--- src/rtl/timer_ctrl_mmss.sv ---
// MM:SS timer with set / run (up or down) / pause / clear / done control.
// Define TIMER_AUTORELOAD_EN to make down-counting reload the preset instead of expiring.
module timer_ctrl_mmss #(
  parameter int unsigned SEC_W   = 6,
  parameter int unsigned MIN_W   = 7,
  parameter int unsigned SEC_MAX = 59,
  parameter int unsigned MIN_MAX = 99
) (
  input  logic             clk,
  input  logic             rst_n,
  input  logic             tick,
  input  logic             start,
  input  logic             stop,
  input  logic             delete,
  input  logic             sec_up,
  input  logic             min_up,
  input  logic             count_down,
  output logic [SEC_W-1:0] sec_o,
  output logic [MIN_W-1:0] min_o,
  output logic [2:0]       state_o,
  output logic             running,
  output logic             done,
  output logic             done_pulse
);

  typedef enum logic [2:0] {
    ST_IDLE  = 3'd0,
    ST_SET   = 3'd1,
    ST_RUN   = 3'd2,
    ST_PAUSE = 3'd3,
    ST_CLEAR = 3'd4,
    ST_DONE  = 3'd5
  } state_t;

  localparam logic [SEC_W-1:0] SEC_LAST = SEC_W'(SEC_MAX);
  localparam logic [MIN_W-1:0] MIN_LAST = MIN_W'(MIN_MAX);
  localparam logic [SEC_W-1:0] SEC_ONE  = SEC_W'(1);
  localparam logic [MIN_W-1:0] MIN_ONE  = MIN_W'(1);

  state_t           state_q, state_d;
  logic [SEC_W-1:0] sec_q, sec_d;
  logic [MIN_W-1:0] min_q, min_d;
  logic             dir_q, dir_d;
  logic             running_q, done_q, pulse_q, pulse_d;
  logic             is_zero, expire;
`ifdef TIMER_AUTORELOAD_EN
  logic [MIN_W+SEC_W-1:0] preset_q, preset_d;
`endif

  function automatic logic [SEC_W-1:0] sec_inc(input logic [SEC_W-1:0] s);
    return (s == SEC_LAST) ? '0 : s + SEC_ONE;
  endfunction

  function automatic logic [MIN_W-1:0] min_inc(input logic [MIN_W-1:0] m);
    return (m == MIN_LAST) ? '0 : m + MIN_ONE;
  endfunction

  assign is_zero = (sec_q == '0) && (min_q == '0);
  // A down tick from 00:01 (or a down run started at 00:00 from SET) lands on 00:00.
  assign expire  = (min_q == '0) && (sec_q <= SEC_ONE);

  // Next-state and datapath update.
  always_comb begin
    state_d = state_q;
    sec_d   = sec_q;
    min_d   = min_q;
    dir_d   = dir_q;
    pulse_d = 1'b0;
`ifdef TIMER_AUTORELOAD_EN
    preset_d = preset_q;
`endif
    case (state_q)
      ST_IDLE, ST_SET: begin
        if (delete) begin
          state_d = ST_CLEAR;
        end else if (start && !(state_q == ST_IDLE && count_down && is_zero)) begin
          state_d = ST_RUN;
          dir_d   = count_down;
`ifdef TIMER_AUTORELOAD_EN
          preset_d = {min_q, sec_q};
`endif
        end else if (sec_up || min_up) begin
          state_d = ST_SET;
          if (sec_up) sec_d = sec_inc(sec_q);
          if (min_up) min_d = min_inc(min_q);
        end
      end
      ST_RUN: begin
        if (delete) begin
          state_d = ST_CLEAR;
        end else if (stop) begin
          state_d = ST_PAUSE;
        end else if (tick) begin
          if (!dir_q) begin
            if (sec_q == SEC_LAST && min_q == MIN_LAST) begin
              state_d = ST_DONE;
              pulse_d = 1'b1;
            end else if (sec_q == SEC_LAST) begin
              sec_d = '0;
              min_d = min_q + MIN_ONE;
            end else begin
              sec_d = sec_q + SEC_ONE;
            end
          end else if (expire) begin
`ifdef TIMER_AUTORELOAD_EN
            {min_d, sec_d} = preset_q;
            pulse_d        = 1'b1;
`else
            sec_d   = '0;
            min_d   = '0;
            state_d = ST_DONE;
            pulse_d = 1'b1;
`endif
          end else if (sec_q == '0) begin
            sec_d = SEC_LAST;
            min_d = min_q - MIN_ONE;
          end else begin
            sec_d = sec_q - SEC_ONE;
          end
        end
      end
      ST_PAUSE: begin
        if (delete)     state_d = ST_CLEAR;
        else if (start) state_d = ST_RUN;
      end
      ST_DONE: begin
        if (delete) state_d = ST_CLEAR;
      end
      ST_CLEAR: state_d = ST_IDLE;
      default:  state_d = ST_CLEAR;
    endcase
    if (state_d == ST_CLEAR) begin
      sec_d = '0;
      min_d = '0;
    end
  end

  // State, datapath and flag registers.
  always_ff @(posedge clk or negedge rst_n) begin
    if (!rst_n) begin
      state_q   <= ST_IDLE;
      sec_q     <= '0;
      min_q     <= '0;
      dir_q     <= 1'b0;
      running_q <= 1'b0;
      done_q    <= 1'b0;
      pulse_q   <= 1'b0;
`ifdef TIMER_AUTORELOAD_EN
      preset_q  <= '0;
`endif
    end else begin
      state_q   <= state_d;
      sec_q     <= sec_d;
      min_q     <= min_d;
      dir_q     <= dir_d;
      running_q <= (state_d == ST_RUN);
      done_q    <= (state_d == ST_DONE);
      pulse_q   <= pulse_d;
`ifdef TIMER_AUTORELOAD_EN
      preset_q  <= preset_d;
`endif
    end
  end

  assign sec_o      = sec_q;
  assign min_o      = min_q;
  assign state_o    = state_q;
  assign running    = running_q;
  assign done       = done_q;
  assign done_pulse = pulse_q;

endmodule
--- config.mk ---
export PLATFORM = sky130hd
export DESIGN_NAME = timer_ctrl_mmss
export DESIGN_NICKNAME = d
export VERILOG_FILES = /design/src/rtl/timer_ctrl_mmss.sv
export SDC_FILE = /design/constraint.sdc
export NUM_CORES = 1
export LEC_CHECK = 0
export ABC_AREA = 1
export BUFFER_PORTS_ARGS = -buffer_cell sky130_fd_sc_hd__buf_2
export CAP_MARGIN = 5
export CORE_MARGIN = 2
export CORE_UTILIZATION = 47
export CTS_BUF_LIST = sky130_fd_sc_hd__clkbuf_16
export DETAILED_ROUTE_END_ITERATION = 8
export PLACE_DENSITY = 0.68
export SKIP_LAST_GASP = 1
export SYNTH_ARGS = -nofsm -noshare
export SYNTH_HDL_FRONTEND = slang
export SYNTH_SLANG_ARGS = --single-unit
--- constraint.sdc ---
create_clock -name clk -period 3.2 [get_ports clk]
set_clock_uncertainty 0.2 [all_clocks]
set_input_delay 0.64 -clock clk [delete_from_list [all_inputs] [get_ports clk]]
set_output_delay 0.64 -clock clk [all_outputs]
set_load 0.05 [all_outputs]
==> report_table.html, run 1 <==
<table>
<tr><th>Metric</th><th>Value</th></tr>
<tr><th colspan="2">Outcome</th></tr>
<tr><td>Result of the run</td><td>complete, no violations</td></tr>
<tr><th colspan="2">Logic synthesis</th></tr>
<tr><td>Syn_area_per_cell</td><td>6.91 um2</td></tr>
<tr><td>Sequential element share of the synthesized area</td><td>0.262</td></tr>
<tr><td>Count of synthesis-stage warnings from yosys</td><td>0</td></tr>
<tr><td>Synthesized netlist net count</td><td>just under 300</td></tr>
<tr><td>Cell area after technology mapping</td><td>1910 um2</td></tr>
<tr><td>Netlist cell types</td><td>36</td></tr>
<tr><td>Post-synthesis instance total</td><td>~280</td></tr>
<tr><td>Number of synthesized register bits</td><td>20</td></tr>
<tr><th colspan="2">Final layout</th></tr>
<tr><td>Number of nets in the layout</td><td>319</td></tr>
<tr><td>Diodes inserted</td><td>0</td></tr>
<tr><td>Finished Layout Cells</td><td>roughly 350</td></tr>
<tr><td>Share of cells above drive strength 1</td><td>0.225</td></tr>
<tr><td>Layout Cell Area excl Fill</td><td>approximately 2200 um2</td></tr>
<tr><td>Growth of design area from synthesis to finish</td><td>13.3%</td></tr>
<tr><td>Leading cell types in the layout, fill and taps excluded</td><td>nand2_1, inv_1, nand3_1</td></tr>
<tr><td>Leading cell type in the layout, fill and taps excluded</td><td>nand2_1</td></tr>
<tr><th colspan="2">Setup path</th></tr>
<tr><td>Start-to-end type of the worst setup path</td><td>register to register</td></tr>
<tr><td>Crit path buf inv count</td><td>1</td></tr>
<tr><td>Endpoint type of the worst setup path</td><td>register</td></tr>
<tr><td>Worst stage delay on the critical path</td><td>between 0.4 and 0.5 ns</td></tr>
<tr><td>Kind of start point of the critical path</td><td>register</td></tr>
<tr><td>CP max FO</td><td>14</td></tr>
<tr><td>Cell at the slowest stage of the critical path</td><td>dfrtp_1</td></tr>
<tr><td>Critical-path cell list</td><td>inv_1, ha_1, nor2_1, nor2_1, nand3_2, nand2_2, nand4_1, nand2_2, nand3_4, o21ai_4, nand2_4, nand2_1, nand2_1</td></tr>
<tr><td>Cell type group with the largest total delay on the critical path</td><td>simple AND/OR/NAND/NOR gates</td></tr>
<tr><td>Critical path arrival</td><td>2.42 ns</td></tr>
<tr><td>Required time of the critical path</td><td>3.15 ns</td></tr>
<tr><th colspan="2">Detailed routing</th></tr>
<tr><td>DR vias/cell</td><td>5.13</td></tr>
<tr><td>Drt wl/cell</td><td>13.1 um</td></tr>
<tr><td>Post-Route WL</td><td>4600 um</td></tr>
<tr><td>Count of antenna-violating nets left after detailed routing</td><td>0</td></tr>
<tr><td>Total via count after detailed routing</td><td>1804</td></tr>
<tr><td># DRC</td><td>0</td></tr>
<tr><td>Number of design-rule violations left by the first detailed-router iteration</td><td>120</td></tr>
<tr><td>First-pass DRT Iterations</td><td>4</td></tr>
<tr><th colspan="2">Global routing</th></tr>
<tr><td>Initial antenna violation count</td><td>0</td></tr>
<tr><td>Combined global-route utilization of all metal layers</td><td>0.216</td></tr>
<tr><td>Number of global-route vias before repair</td><td>about 1600</td></tr>
<tr><td>Pin count of the biggest net entering global routing</td><td>21</td></tr>
<tr><td>Total overflow reported by the global router</td><td>0</td></tr>
<tr><td>Global-route wire length before repair</td><td>7460 um</td></tr>
<tr><th colspan="2">Clocking</th></tr>
<tr><td>Buffers from clock root to sink, at most</td><td>2</td></tr>
<tr><td>Clock latency reported for the late side of the worst-skew pair</td><td>0.26 ns</td></tr>
<tr><td>Post-CTS Resized</td><td>0</td></tr>
<tr><td>Hold-fix buffers at CTS</td><td>0</td></tr>
<tr><td>Number of sinks driven by the clock tree</td><td>20</td></tr>
<tr><td>Root buffer selected by CTS</td><td>clkbuf_16</td></tr>
<tr><td>CTS tree</td><td>done</td></tr>
<tr><td>Clock transition at the register clock pins on the worst setup and hold paths after CTS</td><td>~0.060 ns</td></tr>
<tr><td>Post-CTS Setup Repair Bufs</td><td>0</td></tr>
<tr><td>Number of buffers created by CTS</td><td>3</td></tr>
<tr><td>CTS H-tree lvls</td><td>1</td></tr>
<tr><th colspan="2">Die</th></tr>
<tr><td>Num rows</td><td>23</td></tr>
<tr><td>Top-level port count</td><td>28</td></tr>
<tr><td>Floorplan die width</td><td>67.7 um</td></tr>
<tr><td>Placeable Area</td><td>3940 um2</td></tr>
<tr><td>Starting utilization of the core area</td><td>0.484</td></tr>
<tr><td>DIE AREA</td><td>4590 um2</td></tr>
<tr><td>Die Ht</td><td>67.7 um</td></tr>
<tr><th colspan="2">Min path</th></tr>
<tr><td>Min-Delay Path Class</td><td>primary input to async pin</td></tr>
<tr><th colspan="2">STA</th></tr>
<tr><td>Final period demand of the worst path</td><td>roughly 2.5 ns</td></tr>
<tr><td>Maximum clock frequency</td><td>405 MHz</td></tr>
<tr><td>Setup TNS</td><td>0 ns</td></tr>
<tr><td>Hold Violations, Final</td><td>0</td></tr>
<tr><td>Rel. slew slack</td><td>0.674</td></tr>
<tr><td>Number of pins with negative max-slew slack in the final report</td><td>0</td></tr>
<tr><td>Unrepaired setup endpoints after global routing</td><td>false</td></tr>
<tr><td>Portion of the clock cycle consumed by the worst path in the final layout</td><td>0.772</td></tr>
<tr><td>Transition at the pin with the smallest max-transition slack</td><td>0.488 ns</td></tr>
<tr><td>Endpoints failing setup</td><td>0</td></tr>
<tr><th colspan="2">Run</th></tr>
<tr><td>Max-capacitance violation count</td><td>0</td></tr>
<tr><th colspan="2">Placement</th></tr>
<tr><td>Total half-perimeter wirelength after legalization and detailed placement</td><td>3420 um</td></tr>
<tr><td>Number of input and output port buffers inserted</td><td>27</td></tr>
<tr><td>Cell count after placement</td><td>348</td></tr>
<tr><td>Placed Area</td><td>2060 um2</td></tr>
<tr><td>Final weighted congestion in routability-driven placement</td><td>0.876</td></tr>
<tr><th colspan="2">Power</th></tr>
<tr><td>Peak ir drop on the vdd network</td><td>0.413 mV</td></tr>
<tr><td>Cell Pwr Density</td><td>1070 nW/um2</td></tr>
<tr><td>Leakage power</td><td>~1.2 nW</td></tr>
</table>
## registers in the layout (all words and copies together) (netlist names)
signal and count:
sec_o 6, done_pulse 1, min_o 7, running 1, done 1, dir_q 1, state_o 3
## layer usage
layer	GRT usage	wire length, um	vias up
li1	-	-	939
met1	0.275	2100	808
met2	0.390	2250	50
met3	0.0200	200	7
met4	0.0536	53	0
met5	0	0	-
## logic make-up after synthesis
kind of cell             after synthesis  synth area share
AND/OR/NAND/NOR                      150             0.393
buffers and inverters                 50             0.114
AO/OA/AOI/OAI                         37             0.129
flip-flops                            20             0.262
XOR/XNOR                              12            0.0551
adder cells (fa/ha/maj)                7            0.0459
## worst reg2reg max path: stages, from the launching register on
cell and delay [ns]:
dfrtp_1 0.44, inv_1 0.21, ha_1 0.25, nor2_1 0.07, nor2_1 0.17, nand3_2 0.10
nand2_2 0.08, nand4_1 0.09, nand2_2 0.12, nand3_4 0.19, o21ai_4 0.19, nand2_4 0.11
nand2_1 0.08, nand2_1 0.05
## Yosys cell counts
| cell | instances | share of area |
|---|---|---|
| nand2_2 | 13 | 0.043 |
| nor2_1 | 21 | 0.041 |
| nand3_4 | 1 | 0.0092 |
| nor3_2 | 1 | 0.0052 |
| dfrtp_1 | 20 | 0.26 |
| inv_1 | 39 | 0.077 |
| buf_6 | 2 | 0.012 |
| o21bai_1 | 3 | 0.012 |
| nand4_1 | 4 | 0.013 |
| clkbuf_1 | 1 | 0.0020 |
| a211oi_1 | 1 | 0.0039 |
| nor2_4 | 6 | 0.035 |
| a21oi_2 | 1 | 0.0046 |
| nand2_1 | 61 | 0.12 |
| buf_4 | 1 | 0.0039 |
| o22ai_1 | 2 | 0.0066 |
| o31ai_1 | 3 | 0.012 |
| a21oi_1 | 6 | 0.016 |
| nand3_2 | 3 | 0.016 |
| nor3_1 | 4 | 0.010 |
| ha_1 | 7 | 0.046 |
| inv_2 | 6 | 0.012 |
| nor4_1 | 1 | 0.0033 |
| xor2_1 | 11 | 0.050 |
| a31oi_1 | 1 | 0.0033 |
| o211ai_1 | 3 | 0.012 |
| o21a_1 | 1 | 0.0039 |
| xnor2_1 | 1 | 0.0046 |
| o21ai_0 | 10 | 0.026 |
| nor2_2 | 3 | 0.0098 |
| o21ai_1 | 3 | 0.0079 |
| buf_8 | 1 | 0.0079 |
| o21ai_4 | 2 | 0.017 |
| nand3_1 | 31 | 0.081 |
| nand2_4 | 1 | 0.0059 |
| o2111ai_1 | 1 | 0.0046 |
## where the power goes
part / switching (mW) / total (mW) / internal [mW]
clock network: 0.101 / 0.350 / 0.248
logic: 1.06 / 1.50 / 0.445
registers: 0.138 / 0.468 / 0.330
total: 1.30 / 2.32 / 1.02
## metrics by stage
stage	hold slack [ns]	utilization	setup WS, ns	power, mW
floorplan	0.144	-	0.818	1.69
global placement	0.382	0.522	0.884	1.94
detailed placement	0.387	0.522	0.751	1.96
CTS	0.155	0.548	0.743	2.32
global route	0.176	0.548	0.564	2.51
finish	0.141	0.548	0.729	2.32
## final timing paths
| kind | startpoint | slack, ns | to | cells past startpoint |
|---|---|---|---|---|
| worst max-delay path | sec_o[0]$_DFFE_PN0P_ | 0.73 | min_o[1]$_DFFE_PN0P_ | 13 |
| worst min-delay path | rst_n | 0.14 | min_o[3]$_DFFE_PN0P_ | 1 |
| worst max register to register | sec_o[0]$_DFFE_PN0P_ | 0.73 | min_o[1]$_DFFE_PN0P_ | 13 |
| worst min register to register | min_o[6]$_DFFE_PN0P_ | 0.40 | min_o[6]$_DFFE_PN0P_ | 2 |
| max in group asynchronous | rst_n | 2.33 | state_o[1]$_DFF_PN0_ | 1 |
| min in group clk | min_o[6]$_DFFE_PN0P_ | 0.40 | min_o[6]$_DFFE_PN0P_ | 2 |
## final cells by class
class / instances / area (um2)
flip-flops and latches: 20 / 500
clock inverters: 1 / 30.0
inverters: 45 / 169
repair buffers: 27 / 135
well taps: 50 / 62.6
clock buffers: 3 / 75.1
multi-input cells: 206 / 1190
fillers: 395 / 1780
(Power assumes the default switching activity.)
==> inputs of run 2 (changes only) <==
==> constraint.sdc (replaced) <==
create_clock -name clk -period 2.3 [get_ports clk]
set_clock_uncertainty 0.2 [all_clocks]
set_input_delay 0.46 -clock clk [delete_from_list [all_inputs] [get_ports clk]]
set_output_delay 0.46 -clock clk [all_outputs]
set_load 0.05 [all_outputs]
==> run 2 against run 1 <==
  * Combinational power increased by 51%
  * Critical endpoint is now min_o[5]$_DFFE_PN0P_
  * Non-clock buffer count up 13
  * Clock power increased by 38%
  * Total power is 44% higher
  * Global-route usage stayed put
  * Worst setup slack lost 0.56 ns
  * Maximum frequency rose by 16%
  * Die area is the same
  * Count of clock-buffer cells in the layout unchanged
  * Sequential power rose by 31%
==> report_table.html, run 2 (synthesized netlist as in run 1, its figures left out) <==
<table>
<tr><th>Metric</th><th>Value</th></tr>
<tr><th colspan="2">STA</th></tr>
<tr><td>Setup TNS</td><td>0 ns (unchanged)</td></tr>
<tr><td>Hold Violations, Final</td><td>0 (unchanged)</td></tr>
<tr><td>Number of pins with negative max-slew slack in the final report</td><td>0 (unchanged)</td></tr>
<tr><td>Rel. slew slack</td><td>0.684 (+0.00932)</td></tr>
<tr><td>Endpoints failing setup</td><td>0 (unchanged)</td></tr>
<tr><td>Worst Setup Slack, final</td><td>0.172 ns (-0.557 ns)</td></tr>
<tr><td>Maximum clock frequency</td><td>470 MHz (+16%)</td></tr>
<tr><td>Portion of the clock cycle consumed by the worst path in the final layout</td><td>0.925 (+0.153)</td></tr>
<tr><td>Worst hold slack</td><td>0.283 ns (+0.142 ns)</td></tr>
<tr><td>Final period demand of the worst path</td><td>2.13 ns (-0.343 ns)</td></tr>
<tr><td>Transition at the pin with the smallest max-transition slack</td><td>0.474 ns (-0.0140 ns)</td></tr>
<tr><th colspan="2">Power</th></tr>
<tr><td>Proportion of power drawn by flip-flops and latches</td><td>0.182 (-0.020)</td></tr>
<tr><td>Cell internal power dissipation</td><td>1.53 mW (+50%)</td></tr>
<tr><td>Leakage power</td><td>1.22 nW (+5.1%)</td></tr>
<tr><td>NetSw</td><td>1.82 mW (+40%)</td></tr>
<tr><td>Logic gate share of total power</td><td>0.674 (+0.026)</td></tr>
<tr><td>Part of the total power dissipated in the clock network</td><td>0.144 (-0.006)</td></tr>
<tr><td>Cell Pwr Density</td><td>1470 nW/um2 (+37%)</td></tr>
<tr><td>Sw Ratio</td><td>0.543 (-0.0162)</td></tr>
<tr><td>Peak ir drop on the vdd network</td><td>0.880 mV (+110%)</td></tr>
<tr><th colspan="2">Global routing</th></tr>
<tr><td>Busiest layer in global routing</td><td>met2</td></tr>
<tr><td>Initial antenna violation count</td><td>0 (unchanged)</td></tr>
<tr><td>Global-route wire length before repair</td><td>7580 um (+1.7%)</td></tr>
<tr><td>Pin count of the biggest net entering global routing</td><td>21 (unchanged)</td></tr>
<tr><td>Global routing met1 resource utilization</td><td>0.268 (-0.00716)</td></tr>
<tr><td>Routing usage on met3</td><td>0.0383 (+0.0183)</td></tr>
<tr><td>Combined global-route utilization of all metal layers</td><td>0.216 (unchanged)</td></tr>
<tr><td>Total overflow reported by the global router</td><td>0 (unchanged)</td></tr>
<tr><td>Number of global-route vias before repair</td><td>1710 (+6.8%)</td></tr>
<tr><td>Global-route track usage on met2</td><td>0.387 (-0.00245)</td></tr>
<tr><th colspan="2">Clocking</th></tr>
<tr><td>CTS H-tree lvls</td><td>1 (unchanged)</td></tr>
<tr><td>Buffers from clock root to sink, at most</td><td>2 (unchanged)</td></tr>
<tr><td>Number of sinks driven by the clock tree</td><td>20 (unchanged)</td></tr>
<tr><td>CTS tree</td><td>done</td></tr>
<tr><td>Number of buffers created by CTS</td><td>3 (unchanged)</td></tr>
<tr><td>Root buffer selected by CTS</td><td>clkbuf_16</td></tr>
<tr><td>Post-CTS Setup Repair Bufs</td><td>0 (unchanged)</td></tr>
<tr><td>Clock latency reported for the late side of the worst-skew pair</td><td>0.25 ns (about the same)</td></tr>
<tr><td>Clock transition at the register clock pins on the worst setup and hold paths after CTS</td><td>0.06 ns (about the same)</td></tr>
<tr><th colspan="2">Die</th></tr>
<tr><td>Top-level port count</td><td>28 (unchanged)</td></tr>
<tr><td>Placeable Area</td><td>3940 um2 (unchanged)</td></tr>
<tr><td>Starting utilization of the core area</td><td>0.484 (unchanged)</td></tr>
<tr><td>DIE AREA</td><td>4590 um2 (unchanged)</td></tr>
<tr><td>Num rows</td><td>23 (unchanged)</td></tr>
<tr><td>Floorplan die width</td><td>67.7 um (unchanged)</td></tr>
<tr><td>Die Ht</td><td>67.7 um (unchanged)</td></tr>
<tr><th colspan="2">Run</th></tr>
<tr><td>Max-capacitance violation count</td><td>0 (unchanged)</td></tr>
<tr><th colspan="2">Detailed routing</th></tr>
<tr><td>First-pass DRT Iterations</td><td>4 (unchanged)</td></tr>
<tr><td>DR vias/cell</td><td>5.01 (-2.2%)</td></tr>
<tr><td>Total via count after detailed routing</td><td>1830 (+1.4%)</td></tr>
<tr><td>Number of design-rule violations left by the first detailed-router iteration</td><td>93 (-23%)</td></tr>
<tr><td># DRC</td><td>0 (unchanged)</td></tr>
<tr><td>Post-Route WL</td><td>4480 um (-2.7%)</td></tr>
<tr><td>Drt wl/cell</td><td>12.3 um (-6.2%)</td></tr>
<tr><td>Count of antenna-violating nets left after detailed routing</td><td>0 (unchanged)</td></tr>
<tr><th colspan="2">Final layout</th></tr>
<tr><td>Leading cell types in the layout, fill and taps excluded</td><td>nand2_1, inv_1, nand3_1</td></tr>
<tr><td>Diodes inserted</td><td>0 (unchanged)</td></tr>
<tr><td>Growth of design area from synthesis to finish</td><td>19.3%</td></tr>
<tr><td>Number of nets in the layout</td><td>332 (+4.1%)</td></tr>
<tr><td>Flip-flop count of the largest register after layout</td><td>7 (unchanged)</td></tr>
<tr><td>Finished Layout Cells</td><td>365 (+3.7%)</td></tr>
<tr><td>Share of cells above drive strength 1</td><td>0.283 (+0.0574)</td></tr>
<tr><td>Leading cell type in the layout, fill and taps excluded</td><td>nand2_1</td></tr>
<tr><td>Final Util</td><td>0.578 (+0.0292)</td></tr>
<tr><th colspan="2">Outcome</th></tr>
<tr><td>Result of the run</td><td>complete, no violations</td></tr>
<tr><th colspan="2">Setup path</th></tr>
<tr><td>Required time of the critical path</td><td>2.25 ns (-0.90 ns)</td></tr>
<tr><td>Most frequent cell on the critical path</td><td>nand2_2</td></tr>
<tr><td>Cell at the slowest stage of the critical path</td><td>dfrtp_2</td></tr>
<tr><td>CP max FO</td><td>8 (-6)</td></tr>
<tr><td>Kind of start point of the critical path</td><td>register</td></tr>
<tr><td>Critical path arrival</td><td>2.07 ns (-0.35 ns)</td></tr>
<tr><td>Endpoint type of the worst setup path</td><td>register</td></tr>
<tr><td>Worst stage delay on the critical path</td><td>0.41 ns (-0.03 ns)</td></tr>
<tr><td>Critical-path cell list</td><td>ha_2, nand3_1, nor2_4, nand3_2, nand2_2, nand4_1, nand2_2, nand3_4, buf_4, nand2_2, inv_1, nand3_1, nand2_1</td></tr>
<tr><td>Start-to-end type of the worst setup path</td><td>register to register</td></tr>
<tr><th colspan="2">Placement</th></tr>
<tr><td>Cell count after placement</td><td>360 (+3.4%)</td></tr>
<tr><td>Number of input and output port buffers inserted</td><td>27 (unchanged)</td></tr>
<tr><td>Post-place setup slack</td><td>0.115 ns (-0.636 ns)</td></tr>
<tr><td>Total half-perimeter wirelength after legalization and detailed placement</td><td>3540 um (+3.5%)</td></tr>
<tr><td>Final weighted congestion in routability-driven placement</td><td>0.915 (+4.4%)</td></tr>
<tr><th colspan="2">Min path</th></tr>
<tr><td>Min-Delay Path Class</td><td>primary input to register</td></tr>
</table>
## run 2: cell types whose count changed in the layout (fill, tap and decap cells not counted), sizes merged
cell         delta
dlygate4sd3     +1
buf            +12
## run 2: critical path, delay by kind of cell, from the launching register on
kind	cells	cell delay [ns]
and+or+nand+nor	10	0.96
buffers and inverters	2	0.24
adders and majority gates	1	0.22
DFF	1	0.41
## run 2: power by group through the flow
stage / Combinational, mW / Clock [mW] / Sequential, mW
2_1_floorplan: 1.42 / 0 / 0.926
3_3_place_gp: 2.22 / 0 / 0.610
3_5_place_dp: 2.23 / 0 / 0.611
4_1_cts: 2.24 / 0.494 / 0.606
5_1_grt: 2.52 / 0.504 / 0.628
6_report: 2.26 / 0.483 / 0.612
## run 2: per-layer routing
metal / share of wire / wire length (um) / vias to the layer above
met5: 0 / 0 / -
met4: 0.011 / 49 / 0
met3: 0.035 / 158 / 7
met2: 0.49 / 2190 / 34
met1: 0.46 / 2080 / 821
li1: - / - / 968
## run 2: area by class of cell
cell class              instances  area (um2)
well taps                      50        62.6
flip-flops and latches         20         503
clock buffers                   3        75.1
repair buffers                 40         235
inverters                      45         169
multi-input cells             206        1200
fillers                       409        1670
clock inverters                 1        30.0
## run 2: timing repair
item                                    4_1_cts  5_1_grt
endpoints found under the setup margin        0        8
endpoints found under the hold margin        20        0
resized for setup                             0        7
hold buffers                                  1        0
## run 2: final timing paths
| check | start | depth (start not counted) | slack [ns] | endpoint |
|---|---|---|---|---|
| worst max-delay path | sec_o[0]$_DFFE_PN0P_ | 13 | 0.17 | min_o[5]$_DFFE_PN0P_ |
| worst min-delay path | count_down | 3 | 0.28 | dir_q$_DFFE_PN0P_ |
| worst max register to register | sec_o[0]$_DFFE_PN0P_ | 13 | 0.17 | min_o[5]$_DFFE_PN0P_ |
| worst min register to register | min_o[6]$_DFFE_PN0P_ | 2 | 0.41 | min_o[6]$_DFFE_PN0P_ |
| max in group asynchronous | rst_n | 2 | 1.06 | sec_o[1]$_DFFE_PN0P_ |
| min in group asynchronous | rst_n | 2 | 0.49 | min_o[5]$_DFFE_PN0P_ |
## run 2: metrics by stage
step	cell area, um2	power, mW
floorplan	1910	2.35
global placement	2150	2.83
detailed placement	2150	2.84
CTS	2260	3.34
global route	2280	3.65
finish	2280	3.36
